--- src/rtl/reset_sequencer.sv ---
// Ordered reset-release sequencer: holds every stage in reset, then frees them one at a time as each ready arrives.
// Optional stage timeout and ERROR state are built only when ACX_RESET_SEQ_TIMEOUT_EN is defined.
module reset_sequencer #(
  parameter int NUM_STAGES     = 4,
  parameter int HOLD_CYCLES    = 64,
  parameter int STAGE_GAP      = 16,
  parameter int TIMEOUT_CYCLES = 65535
) (
  input  logic                  i_clk,
  input  logic                  i_rstn,
  input  logic                  i_restart,
  input  logic [NUM_STAGES-1:0] i_stage_ready,
  output logic [NUM_STAGES-1:0] o_stage_rstn,
  output logic                  o_done,
  output logic                  o_error,
  output logic [((NUM_STAGES > 1) ? $clog2(NUM_STAGES) : 1)-1:0] o_err_stage
);

  localparam int KW     = (NUM_STAGES > 1) ? $clog2(NUM_STAGES) : 1;
  localparam int MAX_HG = (HOLD_CYCLES > STAGE_GAP) ? HOLD_CYCLES : STAGE_GAP;
`ifdef ACX_RESET_SEQ_TIMEOUT_EN
  localparam int MAX_P  = (MAX_HG > TIMEOUT_CYCLES) ? MAX_HG : TIMEOUT_CYCLES;
`else
  localparam int MAX_P  = MAX_HG;
`endif
  localparam int CW     = (MAX_P > 1) ? $clog2(MAX_P + 1) : 1;

  localparam logic [KW-1:0] LAST_K    = KW'(NUM_STAGES - 1);
  localparam logic [CW-1:0] HOLD_LAST = CW'(HOLD_CYCLES - 1);
  localparam logic [CW-1:0] GAP_LAST  = CW'((STAGE_GAP > 0) ? STAGE_GAP - 1 : 0);
`ifdef ACX_RESET_SEQ_TIMEOUT_EN
  localparam logic [CW-1:0] TMO_LIMIT = CW'(TIMEOUT_CYCLES);
`endif

  typedef enum logic [2:0] {
    S_HOLD  = 3'd0,
    S_WAIT  = 3'd1,
    S_GAP   = 3'd2,
    S_DONE  = 3'd3,
    S_ERROR = 3'd4
  } state_t;

  state_t                  state_q, state_d;
  logic [KW-1:0]           k_q, k_d;
  logic [CW-1:0]           cnt_q, cnt_d;
  logic [NUM_STAGES-1:0]   stage_rstn_q, stage_rstn_d;
  logic                    done_q, done_d;
`ifdef ACX_RESET_SEQ_TIMEOUT_EN
  logic                    error_q, error_d;
  logic [KW-1:0]           err_stage_q, err_stage_d;
`endif

  logic [KW-1:0]           k_nxt;
  logic [CW-1:0]           cnt_inc;
  logic                    ready_k;

  always_comb begin
    k_nxt   = k_q + KW'(1);
    // Saturating so a counter can never wrap back into range.
    cnt_inc = (cnt_q == {CW{1'b1}}) ? cnt_q : cnt_q + CW'(1);
    ready_k = i_stage_ready[k_q];
  end

  always_comb begin
    state_d      = state_q;
    k_d          = k_q;
    cnt_d        = cnt_q;
    stage_rstn_d = stage_rstn_q;
    done_d       = done_q;
`ifdef ACX_RESET_SEQ_TIMEOUT_EN
    error_d      = error_q;
    err_stage_d  = err_stage_q;
`endif
    if (i_restart) begin
      state_d      = S_HOLD;
      k_d          = '0;
      cnt_d        = '0;
      stage_rstn_d = '0;
      done_d       = 1'b0;
`ifdef ACX_RESET_SEQ_TIMEOUT_EN
      error_d      = 1'b0;
      err_stage_d  = '0;
`endif
    end else begin
      case (state_q)
        S_HOLD: begin
          if (cnt_q >= HOLD_LAST) begin
            stage_rstn_d[0] = 1'b1;
            k_d             = '0;
            cnt_d           = '0;
            state_d         = S_WAIT;
          end else begin
            cnt_d = cnt_inc;
          end
        end
        S_WAIT: begin
          if (ready_k) begin
            cnt_d = '0;
            if (k_q == LAST_K) begin
              done_d  = 1'b1;
              state_d = S_DONE;
            end else if (STAGE_GAP == 0) begin
              // Zero gap: next stage leaves reset on the same edge its predecessor is seen ready.
              stage_rstn_d[k_nxt] = 1'b1;
              k_d                 = k_nxt;
            end else begin
              state_d = S_GAP;
            end
          end
`ifdef ACX_RESET_SEQ_TIMEOUT_EN
          else if (cnt_q >= TMO_LIMIT) begin
            stage_rstn_d[k_q] = 1'b0;
            error_d           = 1'b1;
            err_stage_d       = k_q;
            state_d           = S_ERROR;
          end else begin
            cnt_d = cnt_inc;
          end
`endif
        end
        S_GAP: begin
          if (cnt_q >= GAP_LAST) begin
            stage_rstn_d[k_nxt] = 1'b1;
            k_d                 = k_nxt;
            cnt_d               = '0;
            state_d             = S_WAIT;
          end else begin
            cnt_d = cnt_inc;
          end
        end
        S_DONE:  state_d = S_DONE;
        S_ERROR: state_d = S_ERROR;
        default: begin
          state_d      = S_HOLD;
          k_d          = '0;
          cnt_d        = '0;
          stage_rstn_d = '0;
          done_d       = 1'b0;
        end
      endcase
    end
  end

  always_ff @(posedge i_clk or negedge i_rstn) begin
    if (!i_rstn) begin
      state_q      <= S_HOLD;
      k_q          <= '0;
      cnt_q        <= '0;
      stage_rstn_q <= '0;
      done_q       <= 1'b0;
    end else begin
      state_q      <= state_d;
      k_q          <= k_d;
      cnt_q        <= cnt_d;
      stage_rstn_q <= stage_rstn_d;
      done_q       <= done_d;
    end
  end

`ifdef ACX_RESET_SEQ_TIMEOUT_EN
  always_ff @(posedge i_clk or negedge i_rstn) begin
    if (!i_rstn) begin
      error_q     <= 1'b0;
      err_stage_q <= '0;
    end else begin
      error_q     <= error_d;
      err_stage_q <= err_stage_d;
    end
  end

  assign o_error     = error_q;
  assign o_err_stage = err_stage_q;
`else
  assign o_error     = 1'b0;
  assign o_err_stage = '0;
`endif

  assign o_stage_rstn = stage_rstn_q;
  assign o_done       = done_q;

endmodule

--- config.mk ---
export PLATFORM = sky130hd
export DESIGN_NAME = reset_sequencer
export DESIGN_NICKNAME = d
export VERILOG_FILES = /design/src/rtl/reset_sequencer.sv
export SDC_FILE = /design/constraint.sdc
export NUM_CORES = 1
export LEC_CHECK = 0
export BUFFER_PORTS_ARGS = -buffer_cell sky130_fd_sc_hd__clkbuf_2
export CAP_MARGIN = 25
export CORE_MARGIN = 10
export CORE_UTILIZATION = 50
export CTS_CLUSTER_DIAMETER = 50
export CTS_CLUSTER_SIZE = 14
export DETAILED_ROUTE_END_ITERATION = 8
export PLACE_DENSITY = 0.81
export SLEW_MARGIN = 10
export SYNTH_ARGS = -nofsm -noshare
export SYNTH_HDL_FRONTEND = slang
export SYNTH_SLANG_ARGS = --single-unit
--- constraint.sdc ---
create_clock -name i_clk -period 1.6 [get_ports i_clk]
set_clock_uncertainty 0.15 [all_clocks]
set_input_delay 0.24 -clock i_clk [delete_from_list [all_inputs] [get_ports i_clk]]
set_output_delay 0.24 -clock i_clk [all_outputs]
set_load 0.05 [all_outputs]
==> results of run 1 <==
## routing by layer
layer | global-route usage, % | up-vias
met3 | 2.881 | 19
met1 | 18.56 | 525
met4 | 5.080 | 0
met2 | 27.78 | 39
met5 | 0 | -
li1 | - | 461
## placed cells by master, fill, tap and decap left out, types with 2 or more instances in the layout
cell	Yosys	routed
a22o_1	4	4
o22a_1	3	3
nand2b_1	2	2
or3b_4	1	2
nand2_1	9	7
inv_1	3	3
nand2_2	0	2
mux2i_1	2	2
a21oi_4	1	3
buf_4	3	24
clkbuf_4	0	3
dfrtp_2	0	5
ha_1	5	3
clkbuf_2	1	11
a21oi_2	0	4
a21oi_1	9	3
conb_1	1	3
and2_4	1	3
dfrtp_1	17	12
buf_6	0	10
o21ai_1	0	2
## power by group through the flow
stage                     Clock (mW)  Sequential [mW]  Combinational (mW)
after floorplan                    0            0.609               0.404
after global placement             0            0.563               0.684
after detailed placement           0            0.564               0.706
after CTS                      0.241            0.570               0.991
after global routing           0.265            0.585                1.24
final                          0.237            0.580                1.18
## metrics by stage
stage	power, mW	setup TNS, ns	cell area, sq um
after CTS	1.801	-0.8206	1536
after global routing	2.090	-2.441	1620
after global placement	1.247	-1.690	1281
after floorplan	1.013	-0.3628	1077
final	1.999	-1.689	1620
after detailed placement	1.270	-2.119	1281
## critical path, stage by stage, from the launching register on
cell and delay (ns):
dfrtp_2 0.45, ha_4 0.17, a21oi_4 0.05, buf_6 0.13, o211ai_4 0.30, nand3b_4 0.15, mux2_4 0.29
## sequential cells by signal (all words and copies together), names as in the netlist
signal        count
cnt_q             7
state_q           3
o_stage_rstn      4
k_q               2
o_done            1
## timing repair
action                                  4_1_cts  5_1_grt
endpoints found under the setup margin       16       16
resized for setup                            28       11
gates cloned                                  1        0
hold buffers                                  1        0
pin swaps                                    16       10
endpoints found under the hold margin        17        0
buffers inserted                              9        7
## area by class of cell
class | count | area (sq um) | area share (%)
Clock buffer | 3 | 22.52 | 1.390
Clock inverter | 1 | 5.005 | 0.3089
Inverter | 3 | 11.26 | 0.6950
Multi-Input combinational cell | 76 | 738.2 | 45.56
Sequential cell | 17 | 431.7 | 26.64
Tap cell | 27 | 33.78 | 2.085
Timing Repair Buffer | 47 | 377.9 | 23.32
## final timing paths
kind	start	to	slack, ns	cells after the start
setup / recovery	cnt_q[0]$_DFFE_PN0P_	k_q[0]$_DFFE_PN0P_	-0.21	6
hold / removal	i_restart	state_q[2]$_DFFE_PN0P_	0.18	3
setup reg to reg	cnt_q[0]$_DFFE_PN0P_	k_q[0]$_DFFE_PN0P_	-0.21	6
hold reg to reg	o_stage_rstn[2]$_DFFE_PN0P_	o_stage_rstn[2]$_DFFE_PN0P_	0.37	1
max in group asynchronous	i_rstn	cnt_q[0]$_DFFE_PN0P_	0.70	2
min in group asynchronous	i_rstn	cnt_q[2]$_DFFE_PN0P_	0.26	2
## cells by family after synthesis
| logic type | after synthesis | share of synthesized area, % |
|---|---|---|
| other | 1 | 0.3568 |
| DFF | 17 | 40.48 |
| muxes | 4 | 5.476 |
| buffers and inverters | 7 | 3.690 |
| AOI/OAI and AO/OA | 31 | 23.69 |
| and+or+nand+nor | 32 | 20.36 |
| adders and majority gates | 5 | 5.952 |
==> impl_metrics.toml, run 1 <==
[synth]
syn_area_sq_um = 1051
synthDistinctLibCells = 41
synth_common_cells = "17 x dfrtp_1, 9 x a21oi_1, 9 x nand2_1"
ys.flop_type = "dfrtp_1"
ys_seq_elements = 17
yosysWarningCount = 0
ys_seq_area_share_pct = 40.48
netlist.area_leader.share_pct = 40.48
synth_edf_count = 0
yosys-top-cells-area = "dfrtp_1 40%, ha_1 6.0%, a21oi_1 4.3%"
synth_area_leader_cell = "dfrtp_1"
syn_avg_cell_area_sq_um = 10.84
synthCells = 97
yosysMostFrequentCell = "dfrtp_1"
synth-async-reset-ratio_pct = 100.0

[timing]
whs_ns = 0.1823
grt_setup_unrepaired = "true"
min_period_over_period_pct = 112.8
hold_viol_final = 0
setup_slack_ns = -0.2053
finalCriticalPeriod_ns = 1.805
max_freq_mhz = 553.9
setup-violations-final = 13
finalMaxSlewViolations = 0

[grt]
grt_pass1_vias = 1048
grt_antenna_before_repair = 0
grt_max_degree = 18
gr-total-overflow = 0
grtUsageTotal_pct = 15.74
grt_pass1_wl_um = 5395

[placed_design]
pre_cts_slack_ns = -0.2032
port_buffers = 11
dp_hpwl_um = 2006
gp_congestion = 0.8261
dp_cells = 152

[worst_setup_path]
endpoint_kind = "register"
cp.required_ns = 1.64
startpoint_type = "register"
crit_path_max_fanout = 5
cp.arrival_ns = 1.84
criticalPathCategory = "reg -> reg"

[route]
final_antenna_net_count = 0
drtIter0Drc = 62
top_layer = "met4"
drc = 0
wirelength_um = 3670
wl_per_cell_um = 21.09
post_drt_via_cell_ratio = 6.000
dr.pass1.iters = 4
vias = 1044
wl_met3_um = 180
wl_met1_um = 1430
wl_met2_um = 1860

[pwr]
clockPowerShare_pct = 11.9
comb_power_share_pct = 59.1
p_seq_share_pct = 29.0
powerDensity_nw_per_um2 = 1233
max-vdd-ir-drop_mv = 0.8222
switching_power_mw = 0.8003
p_int_mw = 1.198
leakage_nw = 0.7619
power.share.switching_pct = 40.04

[clock_tree]
root_buffer = "clkbuf_4"
clock_latency_ns = 0.29
path_clk_slew_ns = 0.11
tritoncts = "built"
numCtsBuffers = 3
clock_sinks = 17
cts.htree.levels = 1
clk_path_buf_depth = 2

[floorplan]
fp.coreArea_sq_um = 1982
start_util_pct = 53.03
rows = 16
dieArea_sq_um = 4336
io_pins = 15
dieHeight_um = 65.85
die_x_um = 65.85

[status]
violations = "negative setup slack"
status = "finished with violations"

[cells_and_area]
fin_util_pct = 81.76
syn2layout_area_growth_pct = 54.17
fillerInstances = 105
drive_gt1_share_pct = 57.82
num_antenna_cells = 0
fin_nets = 160
final_cells = 174

[flow_run]
drv_cap = 0

[hold_path]
hp-class = "in -> reg"
No activity file was read; power rests on OpenSTA's default activity.
==> run 2, diff against run 1 <==
--- a/config.mk
+++ b/config.mk
@@ -8,11 +8,11 @@
 export BUFFER_PORTS_ARGS = -buffer_cell sky130_fd_sc_hd__clkbuf_2
 export CAP_MARGIN = 25
 export CORE_MARGIN = 10
-export CORE_UTILIZATION = 50
+export CORE_UTILIZATION = 59
 export CTS_CLUSTER_DIAMETER = 50
 export CTS_CLUSTER_SIZE = 14
 export DETAILED_ROUTE_END_ITERATION = 8
-export PLACE_DENSITY = 0.81
+export PLACE_DENSITY = 0.89
 export SLEW_MARGIN = 10
 export SYNTH_ARGS = -nofsm -noshare
 export SYNTH_HDL_FRONTEND = slang
==> constraint.sdc (replaced) <==
create_clock -name i_clk -period 2.1 [get_ports i_clk]
set_clock_uncertainty 0.15 [all_clocks]
set_input_delay 0.315 -clock i_clk [delete_from_list [all_inputs] [get_ports i_clk]]
set_output_delay 0.315 -clock i_clk [all_outputs]
set_load 0.05 [all_outputs]
==> run 2 against run 1 <==
Net effect: the run now ends clean; fmax down 8.5%; utilization down 14 points; die area fell by 11%; sequential share of layout area is 10 points higher; sequential power down 23%; final cell count is 22% lower; largest power group is now sequential cells; register-to-register slack better by 0.33 ns; combinational power fell by 68%; setup slack better by 0.33 ns; critical path depth down 1; non-clock buffer count down 35.
==> impl_metrics.toml, run 2 (synthesis gave the netlist of run 1 again) <==
[timing]
tns_ns = 0
setup-violations-final = 0
finalCriticalPeriod_ns = 1.974
whs_ns = 0.1588
grt_setup_unrepaired = "false"
hold_viol_final = 0
min_period_over_period_pct = 93.99
finalMaxSlewViolations = 0
max_freq_mhz = 506.7
setup_slack_ns = 0.1263

[route]
drc = 0
drtIter0Drc = 31
post_drt_via_cell_ratio = 5.853
wl_per_cell_um = 15.21
final_antenna_net_count = 0
dr.pass1.iters = 4
vias = 796
wirelength_um = 2068

[cells_and_area]
final_common_cell = "dfrtp_1"
fin_nets = 124
fin_util_pct = 67.55
largest_reg_flops = 7
fillerInstances = 126
largest-register = "cnt_q"
seqCellArea_sq_um = 425.4
mostFrequentLayoutCells = "17 x dfrtp_1, 11 x clkbuf_2, 9 x nand2_1, 9 x a21oi_1, 5 x ha_1"
multiInputGateArea_sq_um = 594.3
final_cells = 136
drive_gt1_share_pct = 22.52
syn2layout_area_growth_pct = 9.762
num_antenna_cells = 0
finalInstanceArea_sq_um = 1154

[grt]
gr-total-overflow = 0
grt-busiest-layer = "met2"
grt_pass1_wl_um = 3574
grtUsageMet1_pct = 12.84
grt_max_degree = 18
use_met2_pct = 18.33
grt_antenna_before_repair = 0
grt_pass1_vias = 751
grtUsageMet3_pct = 3.047
grtUsageTotal_pct = 11.30

[clock_tree]
cts.htree.levels = 1
tritoncts = "built"
path_clk_slew_ns = 0.10
clock_latency_ns = 0.30
numCtsBuffers = 3
root_buffer = "clkbuf_4"
clock_sinks = 17
clk_path_buf_depth = 2

[placed_design]
dp_cells = 131
pre_cts_slack_ns = 0.1603
dp_hpwl_um = 1580
port_buffers = 11
place_area_sq_um = 1117
gp_congestion = 0.9911

[floorplan]
fp.coreArea_sq_um = 1708
dieHeight_um = 62.21
dieArea_sq_um = 3869
die_x_um = 62.21
rows = 15
start_util_pct = 61.54
io_pins = 15

[worst_setup_path]
startpoint_type = "register"
endpoint_kind = "register"
cp.required_ns = 2.15
r2r_cells = 5
cp.arrival_ns = 2.02
crit_path_max_fanout = 8
crit_start = "cnt_q[0]$_DFFE_PN0P_"
crit_slowest_cell = "dfrtp_1"
crit_chain = "ha_1, a21oi_1, o311ai_4, nand3b_2, mux2_4"
max_stage_delay_ns = 0.45
critPathTopFamily = "compound AO/OA/AOI/OAI gates"
criticalPathCategory = "reg -> reg"
regToRegSetupSlack_ns = 0.13
r2r_end = "k_q[0]$_DFFE_PN0P_"
rr_startpoint = "cnt_q[0]$_DFFE_PN0P_"
worst-path-buf-inv = 0

[hold_path]
min_to = "state_q[2]$_DFFE_PN0P_"
hp-class = "in -> reg"
whs_path_depth = 2
min_from = "i_restart"

[pwr]
power_mw = 1.003
max-vdd-ir-drop_mv = 0.4912
leakage_nw = 0.5489
powerDensity_nw_per_um2 = 869.6

[status]
status = "finished clean"

[flow_run]
drv_cap = 0
-- run 2: final cells by class --
| cell class | instances | share of cell area, % |
|---|---|---|
| multi-input combinational | 75 | 51.52 |
| clock buffer | 4 | 2.278 |
| timing repair buffer | 12 | 5.640 |
| tap | 25 | 2.711 |
| inverter | 3 | 0.9761 |
| sequential | 17 | 36.88 |
-- run 2: metal layers --
metal  vias to the layer above  part of all wire, %
li1                        392                    -
met1                       384                   43
met2                        18                   52
met3                         2                  3.4
met4                         0                  1.1
met5                         -                    0
-- run 2: how the worst max path moves through the flow --
| stage | depth (start not counted) | to |
|---|---|---|
| floorplan | 5 | k_q[0]$_DFFE_PN0P_ |
| global placement | 5 | k_q[0]$_DFFE_PN0P_ |
| detailed placement | 5 | k_q[0]$_DFFE_PN0P_ |
| CTS | 5 | k_q[0]$_DFFE_PN0P_ |
| global route | 5 | k_q[0]$_DFFE_PN0P_ |
| finish | 5 | k_q[0]$_DFFE_PN0P_ |
-- run 2: report_power, final --
group	leakage (nW)	switching, mW	total, mW	internal [mW]
Clock	0.0150	0.102	0.177	0.0741
Sequential	0.232	0.0781	0.448	0.370
Combinational	0.302	0.220	0.379	0.159
Total	0.549	0.400	1.00	0.603
-- run 2: timing repair --
item | in CTS | in global routing
buffers inserted | 0 | 0
gates resized for setup | 0 | 0
hold buffers | 1 | 0
endpoints found under the hold margin | 17 | 0
